[config.mk]
export PLATFORM = sky130hd
export DESIGN_NAME = ext_stage_flat
export DESIGN_NICKNAME = d
export VERILOG_FILES = /design/src/rtl/ext_stage_if.sv /design/src/rtl/ext_stage.sv /design/src/flat_wrapper.sv
export SDC_FILE = /design/constraint.sdc
export NUM_CORES = 1
export LEC_CHECK = 0
export ABC_AREA = 1
export BUFFER_PORTS_ARGS = -buffer_cell sky130_fd_sc_hd__buf_2
export CORE_MARGIN = 8
export CORE_UTILIZATION = 45
export CTS_CLUSTER_DIAMETER = 150
export DETAILED_ROUTE_END_ITERATION = 8
export PLACE_DENSITY = 0.78
export SETUP_SLACK_MARGIN = 0.2
export SYNTH_ARGS = -nofsm -noshare
export SYNTH_HDL_FRONTEND = slang
export SYNTH_SLANG_ARGS = --single-unit
[constraint.sdc]
create_clock -name clk -period 1.7 [get_ports clk]
set_input_delay 0.085 -clock clk [delete_from_list [all_inputs] [get_ports clk]]
set_output_delay 0.085 -clock clk [all_outputs]
set_load 0.02 [all_outputs]
[src/rtl/ext_stage_if.sv]
// Decode-to-execute handshake bundle for the immediate-extension stage.
// The master side is decode/execute; the slave side is ext_stage.
interface ext_stage_if #(
    parameter int DATA_W = 32,
    parameter int CNT_W  = 8
);
    logic              in_valid;
    logic              in_ready;
    logic [2:0]        ExtOp;
    logic [DATA_W-1:0] instr_in;
    logic [DATA_W-1:0] pc_plus4;
    logic              flush;
    logic              out_valid;
    logic              out_ready;
    logic [DATA_W-1:0] Ext_num;
    logic              ext_illegal;
    logic [CNT_W-1:0]  illegal_cnt;

    modport master (
        output in_valid, ExtOp, instr_in, pc_plus4, flush, out_ready,
        input  in_ready, out_valid, Ext_num, ext_illegal, illegal_cnt
    );

    modport slave (
        input  in_valid, ExtOp, instr_in, pc_plus4, flush, out_ready,
        output in_ready, out_valid, Ext_num, ext_illegal, illegal_cnt
    );
endinterface

[src/rtl/ext_stage.sv]
// Registered immediate extender between decode and execute: zero/sign/LUI,
// jump-region and branch-target modes, one-entry valid/ready register with flush.
module ext_stage #(
    parameter int DATA_W  = 32,
    parameter int IMM_W   = 16,
    parameter int INDEX_W = 26,
    parameter int CNT_W   = 8
) (
    input  logic       clk,
    input  logic       reset,
    ext_stage_if.slave bus
);
    localparam logic [2:0] OP_ZEXT   = 3'd0;
    localparam logic [2:0] OP_SEXT   = 3'd1;
    localparam logic [2:0] OP_JUMP   = 3'd2;
    localparam logic [2:0] OP_LUI    = 3'd3;
    localparam logic [2:0] OP_BRANCH = 3'd4;

    function automatic logic [CNT_W-1:0] sat_inc(input logic [CNT_W-1:0] c);
        return (&c) ? c : c + CNT_W'(1);
    endfunction

    logic [IMM_W-1:0]         imm;
    logic [INDEX_W-1:0]       idx;
    logic signed [DATA_W-1:0] imm_sx;
    logic [DATA_W-1:0]        hi_mask;
    logic [DATA_W-1:0]        res;
    logic                     res_ill;

    always_comb begin
        imm     = bus.instr_in[IMM_W-1:0];
        idx     = bus.instr_in[INDEX_W-1:0];
        imm_sx  = {{(DATA_W-IMM_W){imm[IMM_W-1]}}, imm};
        // Keeps the PC bits above the jump index; empty when the index fills the word.
        hi_mask = ~((DATA_W'(1) << (INDEX_W + 2)) - DATA_W'(1));
        res     = '0;
        res_ill = 1'b0;
        case (bus.ExtOp)
            OP_ZEXT:   res = DATA_W'(imm);
            OP_SEXT:   res = $unsigned(imm_sx);
            OP_JUMP:   res = (bus.pc_plus4 & hi_mask) | (DATA_W'(idx) << 2);
            OP_LUI:    res = DATA_W'(imm) << (DATA_W - IMM_W);
            OP_BRANCH: res = bus.pc_plus4 + $unsigned(imm_sx <<< 2);
            default:   res_ill = 1'b1;
        endcase
    end

    logic              out_valid_q, out_valid_d;
    logic [DATA_W-1:0] ext_num_q, ext_num_d;
    logic              ext_illegal_q, ext_illegal_d;
    logic [CNT_W-1:0]  illegal_cnt_q, illegal_cnt_d;
    logic              in_ready;
    logic              accept;

    assign in_ready = !out_valid_q || bus.out_ready;
    assign accept   = bus.in_valid && in_ready && !bus.flush;

    always_comb begin
        out_valid_d   = out_valid_q;
        ext_num_d     = ext_num_q;
        ext_illegal_d = ext_illegal_q;
        illegal_cnt_d = illegal_cnt_q;
        if (bus.flush) begin
            out_valid_d = 1'b0;
        end else if (accept) begin
            out_valid_d   = 1'b1;
            ext_num_d     = res;
            ext_illegal_d = res_ill;
            if (res_ill) begin
                illegal_cnt_d = sat_inc(illegal_cnt_q);
            end
        end else if (out_valid_q && bus.out_ready) begin
            out_valid_d = 1'b0;
        end
    end

    // Pipeline register boundary: decode-side beat becomes execute-side operand.
    always_ff @(posedge clk) begin
        if (reset) begin
            out_valid_q   <= 1'b0;
            ext_num_q     <= '0;
            ext_illegal_q <= 1'b0;
            illegal_cnt_q <= '0;
        end else begin
            out_valid_q   <= out_valid_d;
            ext_num_q     <= ext_num_d;
            ext_illegal_q <= ext_illegal_d;
            illegal_cnt_q <= illegal_cnt_d;
        end
    end

    assign bus.in_ready    = in_ready;
    assign bus.out_valid   = out_valid_q;
    assign bus.Ext_num     = ext_num_q;
    assign bus.ext_illegal = ext_illegal_q;
    assign bus.illegal_cnt = illegal_cnt_q;
endmodule

[src/flat_wrapper.sv]
// flat-port wrapper written by rule: the top's interface ports become plain ports
module ext_stage_flat 
#(
    parameter int DATA_W  = 32,
    parameter int IMM_W   = 16,
    parameter int INDEX_W = 26,
    parameter int CNT_W   = 8
)
  (clk, reset, bus_in_valid, bus_ExtOp, bus_instr_in, bus_pc_plus4, bus_flush, bus_out_ready, bus_in_ready, bus_out_valid, bus_Ext_num, bus_ext_illegal, bus_illegal_cnt);
  ext_stage_if #(.DATA_W(DATA_W), .CNT_W(CNT_W)) bus_i ();
  input  logic clk;
  input  logic reset;
  input wire logic [$bits(bus_i.in_valid)-1:0] bus_in_valid;
  input wire logic [$bits(bus_i.ExtOp)-1:0] bus_ExtOp;
  input wire logic [$bits(bus_i.instr_in)-1:0] bus_instr_in;
  input wire logic [$bits(bus_i.pc_plus4)-1:0] bus_pc_plus4;
  input wire logic [$bits(bus_i.flush)-1:0] bus_flush;
  input wire logic [$bits(bus_i.out_ready)-1:0] bus_out_ready;
  output wire logic [$bits(bus_i.in_ready)-1:0] bus_in_ready;
  output wire logic [$bits(bus_i.out_valid)-1:0] bus_out_valid;
  output wire logic [$bits(bus_i.Ext_num)-1:0] bus_Ext_num;
  output wire logic [$bits(bus_i.ext_illegal)-1:0] bus_ext_illegal;
  output wire logic [$bits(bus_i.illegal_cnt)-1:0] bus_illegal_cnt;
  assign bus_i.in_valid = bus_in_valid;
  assign bus_i.ExtOp = bus_ExtOp;
  assign bus_i.instr_in = bus_instr_in;
  assign bus_i.pc_plus4 = bus_pc_plus4;
  assign bus_i.flush = bus_flush;
  assign bus_i.out_ready = bus_out_ready;
  assign bus_in_ready = bus_i.in_ready;
  assign bus_out_valid = bus_i.out_valid;
  assign bus_Ext_num = bus_i.Ext_num;
  assign bus_ext_illegal = bus_i.ext_illegal;
  assign bus_illegal_cnt = bus_i.illegal_cnt;
  ext_stage #(.DATA_W(DATA_W), .IMM_W(IMM_W), .INDEX_W(INDEX_W), .CNT_W(CNT_W)) u_core (.clk(clk), .reset(reset), .bus(bus_i));
endmodule
==> results.py, run 1 <==
metrics = {
    "drt": {
        "via_count": 5736,
        "wire_per_inst_um": 15.3,
        "vias_per_cell": 5.20,
        "routed_wl_um": 16900,
        "drt_iter0_markers": 512,
        "drtAntennaViolNets": 0,
        "drc": 0,
        "dr.pass1.iters": 6,
    },
    "critical_path": {
        "crit_arrival_ps": 1800,
        "path_class": "input port to flop",
        "r2r-end": "u_core.bus.illegal_cnt[7]",
        "ff2ff_setup_slack_ps": 260,
        "crit_path_end_kind": "flop",
        "r2r_cells": 10,
        "r2r_start": "u_core.bus.out_valid",
        "startpoint": "bus_instr_in[0]",
        "critPathLaunchType": "input port",
        "crit_fanout": 4,
        "critPathRequiredTime_ps": 1930,
    },
    "power": {
        "seqPwrFrac_pct": 30.1,
        "powerDensity_mw_per_mm2": 524,
        "irDropWorstVdd_mv": 0.335,
        "combPwrFrac_pct": 50.4,
        "p_leak_nw": 3.35,
        "switching_share_pct": 39.4,
        "p_int_mw": 2.08,
        "clockPowerShare_pct": 19.6,
        "netSwitchingPower_mw": 1.35,
    },
    "clocking": {
        "clkLatencyLatePin_ps": 300,
        "cts_tree": "built",
        "cts_num_sinks": 42,
        "ctsRootBufferMaster": "clkbuf_8",
        "clk_pin_slew_worst_paths_ps": 80,
        "cts_buffers": 5,
        "h-tree-depth": 2,
        "cts_max_path_buffers": 2,
    },
    "min_path": {
        "hold_depth": 4,
        "hold_path_end": "u_core.bus.out_valid",
        "hold_class": "input port to flop",
        "worstHoldStart": "bus_out_ready",
    },
    "die": {
        "die_height_um": 115,
        "std_cell_rows": 36,
        "io_pins": 115,
        "die_x_um": 115,
        "die_area_mm2": 0.0133,
        "start_util_pct": 45.9,
        "coreArea_mm2": 0.00964,
    },
    "sta": {
        "fmax_ghz": 0.637,
        "period_share_pct": 92.3,
        "worstMarginPinSlew_ps": 408,
        "setup_ws_ps": 131,
        "final_hold_viol_count": 0,
        "skew_ps": 6.24,
        "rsz0062_at_grt": "yes",
        "slew-limit-headroom_pct": 72.8,
        "finalMaxSlewViolations": 0,
        "finalSetupViolCount": 0,
        "min_period_ps": 1570,
    },
    "cells_and_area": {
        "fillCellCount": 856,
        "instances_no_fill": 1103,
        "nets": 1072,
        "area_growth_pct": 48.0,
        "layout-drive-gt1-share_pct": 37.3,
        "antenna_cells": 0,
    },
    "yosys": {
        "synth_top_area_share_pct": 27.3,
        "synth-seq-area-share_pct": 19.0,
        "syn-instance-count": 785,
        "ys_ff_latch": 42,
        "avgSynthCellArea_um2": 5.63,
        "yosys_warnings": 0,
        "synth_area_leaders": "nand2_1 27%, dfxtp_1 19%, ha_1 8.5%",
        "syn-cell-area_mm2": 0.00442,
        "yosys.cell_types.count": 38,
        "synth_fp_nets": 888,
        "synth.largest_area_cell": "nand2_1",
    },
    "global_routing": {
        "grt_remaining_overflow": 0,
        "grt_max_degree": 35,
        "antenna_found_initial": 0,
        "first_global_vias": 5196,
        "grt_pass1_wl_um": 24400,
        "grt_usage_pct": 23.0,
    },
    "flow_run": {
        "cap_violations": 0,
    },
    "place": {
        "post-place-ws_ps": -194,
        "dpl.hpwl_um": 12700,
        "place_congestion": 0.961,
        "dpl.cell_count": 1079,
        "portBuffers": 108,
    },
    "outcome": {
        "status": "finished clean",
    },
}
[routing by layer]
metal	routed length, um	part of all wire, %	track usage (%)	up-vias
li1	-	-	-	2849
met1	6960	41	28.5	2579
met2	7990	47	39.0	258
met3	1410	8.3	4.57	50
met4	567	3.4	7.62	0
met5	0	0	0	-
[how the worst max path moves through the flow]
stage | slack [ps] | endpoint | depth (start not counted)
floorplan | 160 | u_core.bus.Ext_num[26] | 15
global placement | -200 | u_core.bus.Ext_num[30] | 13
detailed placement | -190 | u_core.bus.Ext_num[30] | 13
CTS | 180 | u_core.bus.illegal_cnt[7] | 10
global route | 30 | u_core.bus.Ext_num[26] | 16
finish | 130 | u_core.bus.Ext_num[28] | 14
[state kept, by name, indices dropped and copies added, names as in the netlist]
register and flops:
u_core.bus.ext_illegal 1, u_core.bus.illegal_cnt 8, u_core.bus.Ext_num 32, u_core.bus.out_valid 1
[area by class of cell]
class	instances	area, um^2	area share (%)
Clock buffer	7	86.3	1.32
Inverter	105	398	6.08
Tap cell	133	166	2.54
Clock inverter	1	5.00	0.0765
Sequential cell	42	850	13.0
Multi-Input combinational cell	620	3760	57.5
Timing Repair Buffer	195	1280	19.5
[cells in the final DEF (no fill, tap or decap), types with 2 or more instances in the layout]
cell type and n:
or2_2 5, a21oi_2 14, nand3_4 3, nor2_2 10
a21oi_1 59, buf_4 80, o21ai_1 9, clkbuf_8 6
dfxtp_1 39, nand2_2 34, dfxtp_4 2, nor3_4 2
nor3_2 6, nand2_1 299, nand3_2 12, and2_1 3
nor2_1 37, nand4_1 4, ha_1 2, o21ai_0 8
buf_12 4, o21ai_2 3, nand2_4 6, a22oi_1 11
ha_4 28, buf_6 4, nor2_4 8, buf_2 104
nand3_1 36, inv_1 86, xnor2_1 2, or2_4 3
o21bai_1 3, inv_2 18
[logic make-up after synthesis]
kind of cell / share of synthesized area, %
flops: 19.0
buf+inv: 10.9
fa+ha+maj: 8.94
xor+xnor: 0.594
simple gates: 46.1
compound gates: 14.4
[metrics by stage]
stage | total power [mW] | setup TNS, ps | instance area, um^2 | util (%) | hold slack [ps]
2_1_floorplan | 1.90 | 0 | 4480 | - | 163
3_3_place_gp | 2.44 | -2200 | 5670 | 58.9 | 303
3_5_place_dp | 2.46 | -2630 | 5670 | 58.9 | 306
4_1_cts | 3.15 | 0 | 5880 | 61.0 | 83.2
5_1_grt | 3.65 | 0 | 6550 | 67.9 | 88.7
6_report | 3.43 | 0 | 6550 | 67.9 | 82.7
[critical path: stages]
cell	delay (ps)
buf_8	100
ha_4	160
fa_2	410
buf_4	150
buf_6	110
nand3_2	80
nand3_4	110
nand3_1	120
nand2_1	60
nand2_1	60
nand3_1	90
nand2_1	90
nand2_1	50
a21oi_1	120
[timing repair]
item	in CTS	in global routing
hold buffers	1	0
endpoints found under the hold margin	1	0
gates resized for setup	18	103
buffers inserted	3	12
setup endpoints to repair	14	34
pin swaps	10	27
[power by group through the flow]
stage | Combinational [mW] | Clock, mW | Sequential, mW
floorplan | 0.807 | 0 | 1.09
global placement | 1.39 | 0 | 1.05
detailed placement | 1.40 | 0 | 1.05
CTS | 1.45 | 0.673 | 1.03
global route | 1.88 | 0.725 | 1.04
finish | 1.73 | 0.672 | 1.03
[synthesized netlist by cell type]
master,n
nor2_2,6
nand2_2,17
a211oi_1,1
nor3_2,3
ha_1,30
dfxtp_1,42
a21o_1,1
nand3b_1,1
a21oi_2,6
clkbuf_1,6
and3_1,1
nand2_1,322
nor2_1,45
o21ai_0,9
o21ai_1,11
a32oi_1,1
a22o_1,1
and2_1,4
nor3b_1,1
fa_1,1
nand3_1,45
a21oi_1,68
buf_1,2
inv_1,87
o211ai_1,1
xor2_1,1
nor2_4,4
buf_2,7
nand3_2,6
inv_2,18
nand4_2,1
buf_4,3
xnor2_1,2
a22oi_1,11
or2_2,8
nor3_1,5
o21bai_1,3
nand4_1,4
Power figures use the tool's default switching activity.
==> inputs of run 2 (changes only) <==
- CORE_MARGIN: 8 -> not set
- CORE_UTILIZATION: 45 -> 49
- PLACE_DENSITY: 0.78 -> 0.84
==> results.py, run 2 (synthesis gave the netlist of run 1 again) <==
metrics = {
    "sta": {
        "final_hold_viol_count": 0,
        "skew_ps": 3.92,
        "min_period_ps": 1630,
        "setup_tns_ps": 0,
        "period_share_pct": 95.8,
        "worstMarginPinSlew_ps": 485,
        "rsz0062_at_grt": "yes",
        "fmax_ghz": 0.614,
        "finalSetupViolCount": 0,
        "finalMaxSlewViolations": 0,
        "slew-limit-headroom_pct": 67.6,
    },
    "critical_path": {
        "r2r_start": "u_core.bus.out_valid",
        "critPathLaunchType": "input port",
        "critPathRequiredTime_ps": 1920,
        "r2r-end": "u_core.bus.illegal_cnt[7]",
        "crit_path_end_kind": "flop",
        "crit_fanout": 4,
        "ff2ff_setup_slack_ps": 210,
        "path_class": "input port to flop",
        "r2r_cells": 10,
        "crit_arrival_ps": 1850,
    },
    "power": {
        "irDropWorstVdd_mv": 0.581,
        "powerDensity_mw_per_mm2": 545,
        "seqPwrFrac_pct": 30.0,
        "netSwitchingPower_mw": 1.30,
        "clockPowerShare_pct": 22.4,
        "p_leak_nw": 3.23,
        "p_int_mw": 2.15,
        "combPwrFrac_pct": 47.7,
        "total_power_mw": 3.45,
        "switching_share_pct": 37.7,
    },
    "cells_and_area": {
        "largest_register_ffs": 32,
        "mostFrequentLayoutCell": "nand2_1",
        "final_cell_mix": "303 x nand2_1, 105 x buf_2, 87 x inv_1",
        "layout-drive-gt1-share_pct": 35.2,
        "instances_no_fill": 1061,
        "fin_util_pct": 72.5,
        "antenna_cells": 0,
        "area_growth_pct": 42.9,
        "nets": 1055,
    },
    "place": {
        "dpl.hpwl_um": 11600,
        "place_congestion": 0.985,
        "portBuffers": 108,
        "dpl.cell_count": 1047,
    },
    "clocking": {
        "cts_tree": "built",
        "clkLatencyLatePin_ps": 290,
        "clk_pin_slew_worst_paths_ps": 70,
        "ctsRootBufferMaster": "clkbuf_8",
        "cts_num_sinks": 42,
        "cts_buffers": 5,
        "h-tree-depth": 2,
        "cts_max_path_buffers": 2,
    },
    "drt": {
        "met1_length_um": 6080,
        "drt_iter0_markers": 497,
        "wl_met3_um": 1590,
        "dr.pass1.iters": 8,
        "vias_per_cell": 5.34,
        "met2_length_um": 7040,
        "drtAntennaViolNets": 0,
        "wire_per_inst_um": 14.4,
        "via_count": 5670,
        "routed_wl_um": 15200,
        "top_layer": "met4",
        "drc": 0,
    },
    "min_path": {
        "worstHoldStart": "bus_flush",
        "hold_depth": 2,
        "hold_path_end": "u_core.bus.out_valid",
        "hold_class": "input port to flop",
    },
    "die": {
        "start_util_pct": 50.7,
        "std_cell_rows": 34,
        "die_x_um": 97.0,
        "io_pins": 115,
        "coreArea_mm2": 0.00872,
        "die_area_mm2": 0.00941,
        "die_height_um": 97.0,
    },
    "global_routing": {
        "grt_max_degree": 35,
        "antenna_found_initial": 0,
        "grt_usage_pct": 30.1,
        "first_global_vias": 5062,
        "grt_pass1_wl_um": 23100,
        "grt_remaining_overflow": 0,
    },
    "flow_run": {
        "cap_violations": 0,
    },
    "outcome": {
        "status": "finished clean",
    },
}
## run 2: stage by stage
step | hold slack (ps) | cell area (um^2) | setup WS (ps)
CTS | 5.63 | 5790 | 166
finish | 5.43 | 6320 | 71.5
global placement | 307 | 5580 | -175
detailed placement | 311 | 5580 | -197
global route | 3.67 | 6320 | 42.5
floorplan | 163 | 4480 | 164
## run 2: what timing repair did
item | 4_1_cts | 5_1_grt
setup endpoints to repair | 15 | 39
hold buffers | 0 | 0
resized for setup | 20 | 90
setup buffers | 2 | 4
pin swaps | 5 | 23
## run 2: worst max path at each step
| stage | cells past startpoint | slack (ps) | startpoint | to |
|---|---|---|---|---|
| CTS | 16 | 170 | bus_pc_plus4[2] | u_core.bus.Ext_num[26] |
| global route | 16 | 40 | bus_instr_in[0] | u_core.bus.Ext_num[26] |
| detailed placement | 12 | -200 | bus_instr_in[15] | u_core.bus.Ext_num[29] |
| global placement | 13 | -170 | bus_instr_in[15] | u_core.bus.Ext_num[29] |
| finish | 14 | 70 | bus_instr_in[0] | u_core.bus.Ext_num[20] |
| floorplan | 15 | 160 | bus_pc_plus4[2] | u_core.bus.Ext_num[26] |
## run 2: worst max-delay path, cell delays in order
cell and delay [ps]:
buf_8 100, ha_4 160, fa_2 420, buf_4 150, buf_6 110, nand3_2 80
nand3_4 110, nand2_1 90, nand2_1 70, nand2_1 70, nand2_1 60, o21ai_2 130
nand2_1 80, a21oi_2 130
## run 2: layer usage
layer / vias to the layer above / global-route usage, %
met5: - / 0
met4: 0 / 10.6
met3: 46 / 3.97
met2: 287 / 49.2
met1: 2511 / 40.6
li1: 2826 / -
## run 2: power by group through the flow
stage                     logic (mW)  clock network, mW  registers [mW]
after floorplan                0.807                  0            1.09
after global placement          1.35                  0            1.05
after detailed placement        1.36                  0            1.05
after CTS                       1.41              0.782            1.03
after global routing            1.79              0.837            1.04
final                           1.64              0.770            1.03
## run 2: final cells by class
type,instances,area [um^2]
Fill cell,718,2400
Tap cell,108,135
Timing Repair Buffer,178,1140
Clock inverter,1,30.0
Inverter,105,394
Multi-Input combinational cell,620,3700
Clock buffer,7,76.3
Sequential cell,42,843
